### src/rtl/seri2para_pkg.sv
// Shared FSM state, default frame geometry and FIFO entry layout for the
// serial-to-parallel frame packer.
package seri2para_pkg;

    typedef enum logic [1:0] {IDLE, CAPTURE, DRAIN, DONE} state_t;

    localparam int unsigned H_PIXELS_DEF    = 640;
    localparam int unsigned V_LINES_DEF     = 480;
    localparam int unsigned WORD_W_DEF      = 16;
    localparam int unsigned ADDR_W_DEF      = 20;
    localparam int unsigned WORDS_PER_LINE  = H_PIXELS_DEF / WORD_W_DEF;
    localparam int unsigned WORDS_PER_FRAME = WORDS_PER_LINE * V_LINES_DEF;

    typedef struct packed {
        logic [ADDR_W_DEF-1:0] index;
        logic [WORD_W_DEF-1:0] data;
    } fifoEntry_t;

endpackage

### src/rtl/seri2para_frame_packer_word_fifo.sv
// Register-based FIFO; the head entry is presented straight from storage so a
// pushed word is visible on the read side one cycle later.
module word_fifo #(
    parameter int unsigned WIDTH = 36,
    parameter int unsigned DEPTH = 4
) (
    input  logic                   iCLK,
    input  logic                   iRST_n,
    input  logic                   push,
    input  logic [WIDTH-1:0]       pushData,
    input  logic                   pop,
    output logic [WIDTH-1:0]       headData,
    output logic                   full,
    output logic                   empty,
    output logic [$clog2(DEPTH):0] count
);
    localparam int unsigned PTR_W = $clog2(DEPTH);

    logic [WIDTH-1:0] mem [DEPTH];
    logic [PTR_W-1:0] rdPtr;
    logic [PTR_W-1:0] wrPtr;
    logic             doPush;
    logic             doPop;

    assign empty    = (count == '0);
    assign full     = (count == (PTR_W + 1)'(DEPTH));
    assign doPop    = pop && !empty;
    // A push into a full FIFO only lands if the head leaves in the same cycle.
    assign doPush   = push && (!full || doPop);
    assign headData = mem[rdPtr];

    always_ff @(posedge iCLK or negedge iRST_n) begin
        if (!iRST_n) begin
            for (int unsigned i = 0; i < DEPTH; i++) begin
                mem[i] <= '0;
            end
            rdPtr <= '0;
            wrPtr <= '0;
            count <= '0;
        end else begin
            if (doPush) begin
                mem[wrPtr] <= pushData;
                wrPtr      <= wrPtr + 1'b1;
            end
            if (doPop) begin
                rdPtr <= rdPtr + 1'b1;
            end
            count <= count + (PTR_W + 1)'(doPush) - (PTR_W + 1)'(doPop);
        end
    end

endmodule

### src/rtl/seri2para_frame_packer.sv
// Packs a 1-bit-per-clock pixel stream MSB-first into words and writes them to
// SRAM over a WE/ACK handshake, with a small FIFO absorbing SRAM latency.
module seri2para_frame_packer
    import seri2para_pkg::*;
#(
    parameter int unsigned       H_PIXELS   = H_PIXELS_DEF,
    parameter int unsigned       V_LINES    = V_LINES_DEF,
    parameter int unsigned       WORD_W     = WORD_W_DEF,
    parameter int unsigned       ADDR_W     = ADDR_W_DEF,
    parameter logic [ADDR_W-1:0] BASE_ADDR  = '0,
    parameter int unsigned       FIFO_DEPTH = 4
) (
    input  logic              iCLK,
    input  logic              iRST_n,
    input  logic              iSTART,
    input  logic              iPIXEL,
    input  logic              iPIXEL_VALID,
    output logic              oSRAM_WE,
    output logic [ADDR_W-1:0] oSRAM_ADDR,
    output logic [WORD_W-1:0] oSRAM_DATA,
    input  logic              iSRAM_ACK,
    output logic              oLINE_DONE,
    output logic              oFinished,
    output logic              oOVERFLOW,
    output logic              oBUSY
);
    localparam int unsigned COL_W = $clog2(H_PIXELS);
    localparam int unsigned ROW_W = $clog2(V_LINES) + 1;
    localparam int unsigned BIT_W = $clog2(WORD_W);
    localparam int unsigned CNT_W = $clog2(FIFO_DEPTH) + 1;

    state_t            state;
    state_t            stateNext;
    logic [COL_W-1:0]  col;
    logic [ROW_W-1:0]  row;
    logic [BIT_W-1:0]  bitCnt;
    logic [ADDR_W-1:0] wordIdx;
    // The oldest pixel of a word leaves through the pushed word, so only
    // WORD_W-1 pixels need holding.
    logic [WORD_W-2:0] shreg;

    logic              armStart;
    logic              accept;
    logic              wordDone;
    logic              lineEnd;
    logic              frameEnd;
    logic              pop;
    fifoEntry_t        pushEntry;
    fifoEntry_t        headEntry;
    logic              fifoFull;
    logic              fifoEmpty;
    logic [CNT_W-1:0]  fifoCount;

    assign armStart = (state == IDLE) && iSTART;
    assign accept   = (state == CAPTURE) && iPIXEL_VALID;
    assign wordDone = accept && (bitCnt == BIT_W'(WORD_W - 1));
    assign lineEnd  = accept && (col == COL_W'(H_PIXELS - 1));
    assign frameEnd = lineEnd && (row == ROW_W'(V_LINES - 1));
    assign pop      = oSRAM_WE && iSRAM_ACK;

    assign pushEntry.index = wordIdx;
    assign pushEntry.data  = {shreg, iPIXEL};

    word_fifo #(
        .WIDTH ($bits(fifoEntry_t)),
        .DEPTH (FIFO_DEPTH)
    ) u_fifo (
        .iCLK     (iCLK),
        .iRST_n   (iRST_n),
        .push     (wordDone),
        .pushData (pushEntry),
        .pop      (pop),
        .headData (headEntry),
        .full     (fifoFull),
        .empty    (fifoEmpty),
        .count    (fifoCount)
    );

    always_comb begin
        stateNext = state;
        unique case (state)
            IDLE:    if (iSTART)    stateNext = CAPTURE;
            CAPTURE: if (frameEnd)  stateNext = DRAIN;
            DRAIN:   if (fifoEmpty) stateNext = DONE;
            DONE:                   stateNext = IDLE;
            default:                stateNext = IDLE;
        endcase
    end

    always_ff @(posedge iCLK or negedge iRST_n) begin
        if (!iRST_n) begin
            state      <= IDLE;
            col        <= '0;
            row        <= '0;
            bitCnt     <= '0;
            wordIdx    <= '0;
            shreg      <= '0;
            oLINE_DONE <= 1'b0;
            oOVERFLOW  <= 1'b0;
        end else begin
            state      <= stateNext;
            oLINE_DONE <= lineEnd;
            if (armStart) begin
                col       <= '0;
                row       <= '0;
                bitCnt    <= '0;
                wordIdx   <= '0;
                oOVERFLOW <= 1'b0;
            end else if (accept) begin
                shreg  <= {shreg[WORD_W-3:0], iPIXEL};
                bitCnt <= wordDone ? '0 : bitCnt + 1'b1;
                if (lineEnd) begin
                    col <= '0;
                    row <= row + 1'b1;
                end else begin
                    col <= col + 1'b1;
                end
                // Index advances even for a dropped word so later addresses stay right.
                if (wordDone) begin
                    wordIdx <= wordIdx + 1'b1;
                    if (fifoFull && !pop) begin
                        oOVERFLOW <= 1'b1;
                    end
                end
            end
        end
    end

    assign oSRAM_WE   = (fifoCount != '0);
    assign oSRAM_ADDR = oSRAM_WE ? ADDR_W'(BASE_ADDR + headEntry.index) : '0;
    assign oSRAM_DATA = oSRAM_WE ? headEntry.data : '0;
    assign oFinished  = (state == DONE);
    assign oBUSY      = (state == CAPTURE) || (state == DRAIN);

endmodule

### config.mk
export PLATFORM = sky130hd
export DESIGN_NAME = seri2para_frame_packer
export DESIGN_NICKNAME = d
export VERILOG_FILES = /design/src/rtl/seri2para_pkg.sv /design/src/rtl/seri2para_frame_packer_word_fifo.sv /design/src/rtl/seri2para_frame_packer.sv
export SDC_FILE = /design/constraint.sdc
export NUM_CORES = 1
export LEC_CHECK = 0
export CORE_ASPECT_RATIO = 1.5
export CORE_UTILIZATION = 60
export CTS_CLUSTER_DIAMETER = 150
export DETAILED_ROUTE_END_ITERATION = 7
export PLACE_DENSITY = 0.77
export SLEW_MARGIN = 20
export SYNTH_ARGS = -nofsm -noshare
export SYNTH_HDL_FRONTEND = slang
export SYNTH_SLANG_ARGS = --single-unit
### constraint.sdc
create_clock -name iCLK -period 5.4 [get_ports iCLK]
set_input_delay 1.08 -clock iCLK [delete_from_list [all_inputs] [get_ports iCLK]]
set_output_delay 1.08 -clock iCLK [all_outputs]
set_load 0.01 [all_outputs]
==> impl_metrics.py, run 1 <==
metrics = {
    "logic_synthesis": {
        "syn_nets": 751,
        "avgSynthCellArea_um2": 13.6,
        "synthTopCellsByArea": "dfrtp_1 (54%), mux2_2 (18%), mux4_2 (8.2%), and2_1 (2.6%), ha_1 (1.9%)",
        "ys_dominant_reg_cell": "dfrtp_1",
        "ys_types": 50,
        "synth_seq_area_share": 0.539,
        "syn_inst": 729,
        "synth_edf_count": 0,
        "synth_largest_area_cell": "dfrtp_1",
        "ys_ff_latch": 214,
        "ys_async_sr_fraction": 1.00,
        "synth_top_area_frac": 0.539,
        "yosysWarningCount": 0,
        "synth_area_mm2": 0.00994,
    },
    "place": {
        "gp_congestion": 0.760,
        "dpl.hpwl_mm": 12.6,
        "port_buffers": 46,
    },
    "flow_run": {
        "max_cap_violations": 0,
    },
    "die": {
        "die_h_um": 160,
        "die_area_mm2": 0.0171,
        "std_cell_rows": 57,
        "core_area_mm2": 0.0162,
        "ios": 47,
        "start_util": 0.614,
        "die_w_um": 107,
    },
    "final_layout": {
        "drive_above_1_share": 0.317,
        "fill_cells": 1096,
        "area_growth_pct": 13.3,
        "n_antenna_cell": 0,
        "fin_nets": 787,
    },
    "outcome": {
        "status": "completed",
    },
    "worst_setup_path": {
        "cp_max_fo": 22,
        "crit_family": "flip-flops",
        "crit_type": "flop to output port",
        "critPathCaptureType": "output port",
        "cp.arrival_ps": 2940,
        "path_buf_inv": 2,
        "cp_slowest_cell": "dfrtp_2",
        "max_stage_delay_ps": 860,
        "critPathLaunchType": "flop",
        "worstPathCellList": "buf_4 > mux4_2 > and2_1 > clkdlybuf4s50_1",
        "required_ps": 4320,
        "rrSetupSlack_ps": 2000,
    },
    "sta": {
        "period_minus_slack_ps": 4020,
        "rsz0062_at_grt": "false",
        "fin_skew_ps": 5.30,
        "slew_violations": 0,
        "post-route-period-util": 0.744,
        "hold_viol": 0,
        "setup-tns-final_ps": 0,
        "max_slew_margin": 0.345,
        "setup_violations": 0,
        "tightest_slew_ps": 979,
        "fmax_ghz": 0.249,
    },
    "clock_tree": {
        "htreeDepth": 1,
        "cts-root-buf": "clkbuf_16",
        "clock-sinks": 214,
        "cts.clk_slew.worst_paths_ps": 60,
        "ctsHoldBuffers": 0,
        "cts_resized": 0,
        "cts_setup_buffers": 0,
        "clk_path_buf_depth": 3,
        "cts_buffers": 21,
        "insertion_delay_ps": 490,
        "cts_tree": "yes",
    },
    "routing": {
        "drc": 0,
        "drt_pre_antenna_iters": 4,
        "vias": 6036,
        "dr.first_iter.drc_count": 245,
        "routed_wl_mm": 20.0,
        "drt-vias-per-instance": 6.13,
        "wl_per_cell_um": 20.3,
        "final_antenna_net_count": 0,
    },
    "global_route": {
        "grt_pass1_vias": 6787,
        "grt_pass1_wl_mm": 34.3,
        "antenna_found_initial": 0,
        "grt_usage": 0.255,
        "grt_max_degree": 141,
        "overflow": 0,
    },
    "power_and_ir_drop": {
        "leakage_nw": 5.35,
        "power.density_cell_area_mw_per_mm2": 380,
        "vdd_drop_max_v": 0.000337,
        "power.total_w": 0.00428,
    },
    "worst_hold_path": {
        "hold_class": "input port to async pin",
    },
}
-- worst register-to-register path, stage by stage, from the launching register on --
cell and delay, ps:
dfrtp_1 410, inv_1 130, ha_1 430, nand2_2 230, nor3_2 760, nand2_2 780, mux2_2 540
-- final cells by class --
type	count	area (um^2)	share of cell area
multi-input cells	461	4350	0.386
clock inverters	6	57.6	0.00511
inverters	13	48.8	0.00433
flip-flops and latches	214	5360	0.476
well taps	206	258	0.0229
repair buffers	54	558	0.0496
clock buffers	31	633	0.0562
-- state kept, by name, summed over array words and instances, names as in the netlist --
signal        count
bitCnt            4
col              10
oLINE_DONE        1
oOVERFLOW         1
row              10
shreg            15
state             2
u_fifo.count      3
u_fifo.mem      144
u_fifo.rdPtr      2
u_fifo.wrPtr      2
wordIdx          20
-- power by group --
| group | total, W | switching (W) | internal, W |
|---|---|---|---|
| clock network | 0.00145 | 0.000592 | 0.000858 |
| logic | 0.000787 | 0.000360 | 0.000427 |
| registers | 0.00204 | 0.000237 | 0.00180 |
| total | 0.00428 | 0.00119 | 0.00309 |
-- cell usage in the layout (no fill, tap or decap), drive strengths merged, types with 15 or more instances in the layout --
cell / Yosys / final
nor2: 29 / 29
mux4: 36 / 36
nand2: 29 / 29
dfrtp: 214 / 214
ha: 15 / 15
a21oi: 21 / 21
and2: 41 / 41
clkbuf: 24 / 31
nand3: 17 / 17
clkdlybuf4s50: 0 / 45
mux2: 159 / 159
-- routing by layer --
layer / track usage / up-vias / wire [um]
met1: 0.329 / 3174 / 8090
met4: 0.0785 / 0 / 471
met5: 0 / - / 0
met2: 0.449 / 105 / 10800
li1: - / 2716 / -
met3: 0.0327 / 41 / 621
-- through the flow --
stage | setup WS (ps) | std cells | hold WS [ps] | area (um^2) | util
after floorplan | 2700 | 729 | 474 | 9940 | -
after CTS | 1300 | 984 | 504 | 11200 | 0.693
after global routing | 1200 | 985 | 515 | 11300 | 0.695
final | 1380 | 985 | 499 | 11300 | 0.695
after global placement | 1500 | 947 | 481 | 10500 | 0.650
after detailed placement | 1410 | 947 | 490 | 10500 | 0.650
-- cells by family (layout without fill, tap and decap cells) --
| group | count (synthesis) | in the layout | share of synthesized area |
|---|---|---|---|
| fa+ha+maj | 16 | 16 | 0.0209 |
| mux | 196 | 196 | 0.263 |
| xor+xnor | 26 | 26 | 0.0229 |
| simple gates | 173 | 173 | 0.0983 |
| buf+inv | 54 | 104 | 0.0254 |
| compound gates | 50 | 50 | 0.0308 |
| flops | 214 | 214 | 0.539 |
-- final timing paths --
kind,startpoint,endpoint,cells past startpoint
worst max-delay path,u_fifo.rdPtr[0],oSRAM_ADDR[14],4
max in group asynchronous,iRST_n,u_fifo.rdPtr[0],3
min in group iCLK,u_fifo.mem[60],u_fifo.mem[60],1
worst min-delay path,iRST_n,row[9],1
worst max register to register,state[1],u_fifo.mem[141],6
worst min register to register,u_fifo.mem[60],u_fifo.mem[60],1
-- synth_stat cells, types with 14 or more instances --
cell,number
mux2_2,159
and2_1,41
buf_2,16
dfrtp_1,214
nor2_1,29
clkbuf_1,21
ha_1,15
xnor2_1,14
mux4_2,36
a21oi_1,21
nand2_1,24
nand3_1,17
No activity file was read; power rests on OpenSTA's default activity.
==> inputs of run 2 (changes only) <==
==> constraint.sdc (replaced) <==
create_clock -name iCLK -period 4.1 [get_ports iCLK]
set_input_delay 0.82 -clock iCLK [delete_from_list [all_inputs] [get_ports iCLK]]
set_output_delay 0.82 -clock iCLK [all_outputs]
set_load 0.01 [all_outputs]
==> run 2 against run 1 <==
Compared with the run above:
- worst hold slack worse by 170 ps
- count of clock-buffer cells in the layout is 2 lower
- cell count is 1.1% higher
- sequential share of layout area is 0.22 points lower
- first-iteration DRC count is 1.2% higher
- critical path type unchanged
- highest routed layer unchanged
- die area stayed put
- via count is 0.58% higher
- sequential power is 30% higher
- critical path depth stayed put
- wire length is 0.62% lower
- global-route usage is 0.47 points lower
- final area is 0.47% higher
==> impl_metrics.py, run 2 (same netlist as run 1, synthesis figures left out) <==
metrics = {
    "final_layout": {
        "fin_nets": 798,
        "largest_reg_flops": 144,
        "utilization": 0.699,
        "fill_cells": 1108,
        "final_cell_mix": "dfrtp_1 (213), mux2_2 (159), clkdlybuf4s50_1 (45), and2_1 (41), mux4_2 (36)",
        "regArea_mm2": 0.00536,
        "reg_top3": "u_fifo.mem: 144 flops, wordIdx: 20 flops, shreg: 15 flops",
        "n_antenna_cell": 0,
        "drive_above_1_share": 0.327,
        "top_register": "u_fifo.mem",
        "final_area_mm2": 0.0113,
        "multi_input_area_mm2": 0.00433,
        "layout_commonest_cell": "dfrtp_1",
        "area_growth_pct": 13.8,
    },
    "sta": {
        "post-route-period-util": 0.843,
        "fmax_ghz": 0.289,
        "setup-tns-final_ps": 0,
        "hold_ws_ps": 325,
        "max_slew_margin": 0.417,
        "fin_skew_ps": 11.2,
        "tightest_slew_ps": 874,
        "timing.final.ws_setup_ps": 645,
        "slew_violations": 0,
        "rsz0062_at_grt": "false",
        "hold_viol": 0,
        "period_minus_slack_ps": 3460,
        "setup_violations": 0,
    },
    "worst_setup_path": {
        "worstReg2RegStart": "u_fifo.count[0]",
        "cp.arrival_ps": 2640,
        "r2r_cells": 8,
        "cp_max_fo": 22,
        "critPathLaunchType": "flop",
        "critPathCaptureType": "output port",
        "crit_type": "flop to output port",
        "rrSetupSlack_ps": 1430,
        "required_ps": 3280,
        "timing.rr.end": "u_fifo.count[2]",
    },
    "global_route": {
        "grt_max_degree": 78,
        "overflow": 0,
        "antenna_found_initial": 0,
        "grt_pass1_wl_mm": 33.9,
        "grt_pass1_vias": 6694,
        "grt_usage": 0.251,
    },
    "flow_run": {
        "max_cap_violations": 0,
    },
    "clock_tree": {
        "insertion_delay_ps": 490,
        "cts-root-buf": "clkbuf_16",
        "cts_buffers": 21,
        "clock-sinks": 214,
        "ctsHoldBuffers": 0,
        "cts_setup_buffers": 0,
        "cts_resized": 0,
        "cts_tree": "yes",
        "htreeDepth": 1,
        "clk_path_buf_depth": 3,
        "cts.clk_slew.worst_paths_ps": 70,
    },
    "place": {
        "dpl.hpwl_mm": 13.1,
        "pre_cts_slack_ps": 952,
        "gp_congestion": 0.797,
        "port_buffers": 46,
        "postPlaceCellArea_mm2": 0.0106,
    },
    "power_and_ir_drop": {
        "leakage_nw": 5.36,
        "pwr-share-seq": 0.470,
        "switching_share": 0.280,
        "power.density_cell_area_mw_per_mm2": 498,
        "p_switching_w": 0.00157,
        "p_int_w": 0.00406,
        "combPwrFrac": 0.194,
        "vdd_drop_max_v": 0.000440,
        "clkPwrFrac": 0.335,
    },
    "die": {
        "die_h_um": 160,
        "die_w_um": 107,
        "die_area_mm2": 0.0171,
        "core_area_mm2": 0.0162,
        "start_util": 0.614,
        "std_cell_rows": 57,
        "ios": 47,
    },
    "routing": {
        "routed_wl_mm": 19.9,
        "dr.first_iter.drc_count": 248,
        "drt_pre_antenna_iters": 4,
        "final_antenna_net_count": 0,
        "vias": 6071,
        "drt-vias-per-instance": 6.10,
        "drc": 0,
        "wl_per_cell_um": 20.0,
    },
    "outcome": {
        "status": "completed",
    },
    "worst_hold_path": {
        "hold_class": "input port to async pin",
    },
}
## run 2: worst max-delay path by stage
stage                         start         endpoint
global route        u_fifo.count[1]   oSRAM_ADDR[10]
finish              u_fifo.count[1]    oSRAM_ADDR[1]
CTS                 u_fifo.count[1]   oSRAM_ADDR[10]
global placement       iPIXEL_VALID  u_fifo.count[1]
detailed placement     iPIXEL_VALID  u_fifo.count[2]
floorplan           u_fifo.rdPtr[0]   oSRAM_ADDR[16]
## run 2: per-stage QoR
step	total power (W)	instances
after floorplan	0.00336	729
after global placement	0.00372	959
after detailed placement	0.00379	959
after CTS	0.00570	996
after global routing	0.00591	996
final	0.00563	996
## run 2: critical path, stage by stage (launching register included)
cell,delay (ps)
dfrtp_1,430
or3_1,710
buf_4,310
and2_1,150
clkdlybuf4s50_1,540
## run 2: cell type report
| type | count | share of cell area |
|---|---|---|
| multi-input cells | 461 | 0.383 |
| flip-flops and latches | 214 | 0.474 |
| inverters | 13 | 0.00431 |
| well taps | 206 | 0.0228 |
| clock inverters | 8 | 0.00697 |
| repair buffers | 65 | 0.0559 |
| clock buffers | 29 | 0.0535 |
## run 2: metal layers
metal | vias up | track usage | share of wire
met5 | - | 0 | 0
met4 | 0 | 0.0710 | 0.022
met3 | 35 | 0.0298 | 0.034
met2 | 111 | 0.450 | 0.54
met1 | 3187 | 0.319 | 0.40
li1 | 2738 | - | -
## run 2: power groups by stage
stage,sequential (W),combinational [W],clock [W]
after floorplan,0.00256,0.000795,0
after global placement,0.00265,0.00108,0
after detailed placement,0.00268,0.00111,0
after CTS,0.00265,0.00112,0.00193
after global routing,0.00269,0.00120,0.00201
final,0.00265,0.00109,0.00189
==> inputs of run 3 (changes only) <==
--- a/config.mk
+++ b/config.mk
@@ -6,10 +6,10 @@
 export NUM_CORES = 1
 export LEC_CHECK = 0
 export CORE_ASPECT_RATIO = 1.5
-export CORE_UTILIZATION = 60
+export CORE_UTILIZATION = 55
 export CTS_CLUSTER_DIAMETER = 150
 export DETAILED_ROUTE_END_ITERATION = 7
-export PLACE_DENSITY = 0.77
+export PLACE_DENSITY = 0.75
 export SLEW_MARGIN = 20
 export SYNTH_ARGS = -nofsm -noshare
 export SYNTH_HDL_FRONTEND = slang
==> constraint.sdc (replaced) <==
create_clock -name iCLK -period 3.01 [get_ports iCLK]
set_input_delay 0.602 -clock iCLK [delete_from_list [all_inputs] [get_ports iCLK]]
set_output_delay 0.602 -clock iCLK [all_outputs]
set_load 0.01 [all_outputs]
==> run 3 against run 2 <==
Compared with the run above:
- the run now ends with design-rule violations left
- final area is 1.7% higher
- clock power is 31% higher
- critical endpoint is now oSRAM_ADDR[17]
- combinational power is 60% higher
- wire length is 0.19% higher
- critical path type unchanged
- critical path depth is 1 higher
- flip-flop and latch count stayed put
- clock skew is 0.62 ps higher
- global-route usage is 2.4 points lower
- cell count is 1.6% higher
- worst hold slack worse by 190 ps
- sequential share of layout area is 0.80 points lower
==> impl_metrics.py, run 3 (same netlist as run 1, synthesis figures left out) <==
metrics = {
    "global_route": {
        "grt_pass1_vias": 6619,
        "grt_pass1_wl_mm": 33.6,
        "overflow": 0,
        "antenna_found_initial": 0,
        "met2_usage": 0.416,
        "use_met3": 0.0258,
        "top_usage_layer": "met2",
        "grt_usage": 0.227,
        "met1_usage": 0.273,
        "grt_max_degree": 79,
    },
    "worst_setup_path": {
        "crit_type": "flop to output port",
        "critPathCaptureType": "output port",
        "cp_max_fo": 7,
        "required_ps": 2410,
        "cp.arrival_ps": 2380,
        "critPathLaunchType": "flop",
    },
    "clock_tree": {
        "cts-root-buf": "clkbuf_16",
        "cts_tree": "yes",
        "htreeDepth": 1,
        "ctsHoldBuffers": 0,
        "clock-sinks": 214,
        "cts.clk_slew.worst_paths_ps": 60,
        "insertion_delay_ps": 490,
        "clk_path_buf_depth": 3,
        "cts_buffers": 21,
    },
    "sta": {
        "hold_ws_ps": 134,
        "slew_violations": 0,
        "period_minus_slack_ps": 2980,
        "fmax_ghz": 0.336,
        "post-route-period-util": 0.990,
        "hold_viol": 0,
        "setup_violations": 0,
        "fin_skew_ps": 11.8,
        "tightest_slew_ps": 655,
        "max_slew_margin": 0.561,
    },
    "power_and_ir_drop": {
        "leakage_nw": 5.45,
        "vdd_drop_max_v": 0.000675,
        "power.density_cell_area_mw_per_mm2": 677,
        "power.total_w": 0.00779,
    },
    "worst_hold_path": {
        "hold_class": "input port to async pin",
    },
    "routing": {
        "vias": 6056,
        "drc": 3,
        "drt_pre_antenna_iters": 6,
        "dr.first_iter.drc_count": 267,
        "routed_wl_mm": 19.9,
        "drt-vias-per-instance": 5.98,
        "wl_per_cell_um": 19.7,
        "final_antenna_net_count": 0,
    },
    "die": {
        "die_area_mm2": 0.0186,
        "std_cell_rows": 59,
        "core_area_mm2": 0.0175,
        "die_h_um": 167,
        "start_util": 0.568,
        "die_w_um": 112,
        "ios": 47,
    },
    "final_layout": {
        "fin_nets": 809,
        "final_cell_mix": "dfrtp_1 (213), mux2_2 (159), clkdlybuf4s50_1 (45), and2_1 (41), mux4_2 (36)",
        "largest_reg_flops": 144,
        "reg_top3": "u_fifo.mem: 144 flops, wordIdx: 20 flops, shreg: 15 flops",
        "layout_commonest_cell": "dfrtp_1",
        "n_antenna_cell": 0,
        "drive_above_1_share": 0.333,
        "top_register": "u_fifo.mem",
        "area_growth_pct": 15.7,
    },
    "flow_run": {
        "max_cap_violations": 0,
    },
    "place": {
        "port_buffers": 46,
        "gp_congestion": 0.795,
        "dpl.hpwl_mm": 12.9,
    },
    "outcome": {
        "status": "complete, but fails checks",
        "violations": "design-rule violations",
    },
}
-- run 3: changes by cell type in the layout (fill, tap and decap cells not counted) --
cell	before	now
buf_12	2	11
buf_4	17	18
bufinv_16	1	0
clkbuf_1	3	5
clkbuf_16	21	22
clkbuf_8	6	7
clkinv_2	5	0
clkinv_4	0	1
clkinv_8	1	0
inv_6	0	1
or3_1	9	8
or3_4	0	1
-- run 3: worst paths after layout --
path | cells after the start | slack [ps] | endpoint | from
max | 5 | 30 | oSRAM_ADDR[17] | u_fifo.rdPtr[0]
min | 1 | 130 | u_fifo.mem[27] | iRST_n
max reg2reg | 8 | 470 | u_fifo.count[1] | state[1]
min reg2reg | 1 | 500 | u_fifo.mem[11] | u_fifo.mem[11]
max in group asynchronous | 2 | 2050 | col[9] | iRST_n
min in group iCLK | 1 | 500 | u_fifo.mem[11] | u_fifo.mem[11]
-- run 3: critical path, cell delays in order, from the launching register on --
cell	delay [ps]
dfrtp_2	400
buf_4	170
buf_12	150
mux4_2	510
and2_1	170
clkdlybuf4s50_1	470
-- run 3: through the flow --
stage	cells	cell area, um^2	util	TNS, ps	worst slack [ps]
6_report	1012	11500	0.658	0	29.8
5_1_grt	1012	11500	0.658	-274	-35.9
3_3_place_gp	971	10800	0.615	0	267
3_5_place_dp	971	10800	0.615	0	175
2_1_floorplan	729	9940	-	0	775
4_1_cts	1009	11400	0.654	0	16.9
-- run 3: cell type report --
class                           count  area (um^2)
Clock inverter                      3         25.0
Inverter                           13         48.8
Multi-Input combinational cell    461         4340
Clock buffer                       32          627
Sequential cell                   214         5360
Timing Repair Buffer               76          845
Tap cell                          213          267
Fill cell                        1241         5990
-- run 3: power breakdown --
part / total (W) / internal [W] / leakage [nW] / switching [W]
logic: 0.00174 / 0.000948 / 2.22 / 0.000792
registers: 0.00356 / 0.00324 / 2.91 / 0.000328
clock network: 0.00248 / 0.00143 / 0.317 / 0.00105
-- run 3: repair_timing --
action,in CTS,in global routing
resized for setup,3,1
pin swaps,0,0
setup endpoints to repair,28,19
cloned,0,1
buffers inserted,3,2
-- run 3: metal layers --
layer	routed length [um]	up-vias
li1	-	2752
met1	7860	3154
met2	10900	109
met3	635	41
met4	540	0
met5	0	-
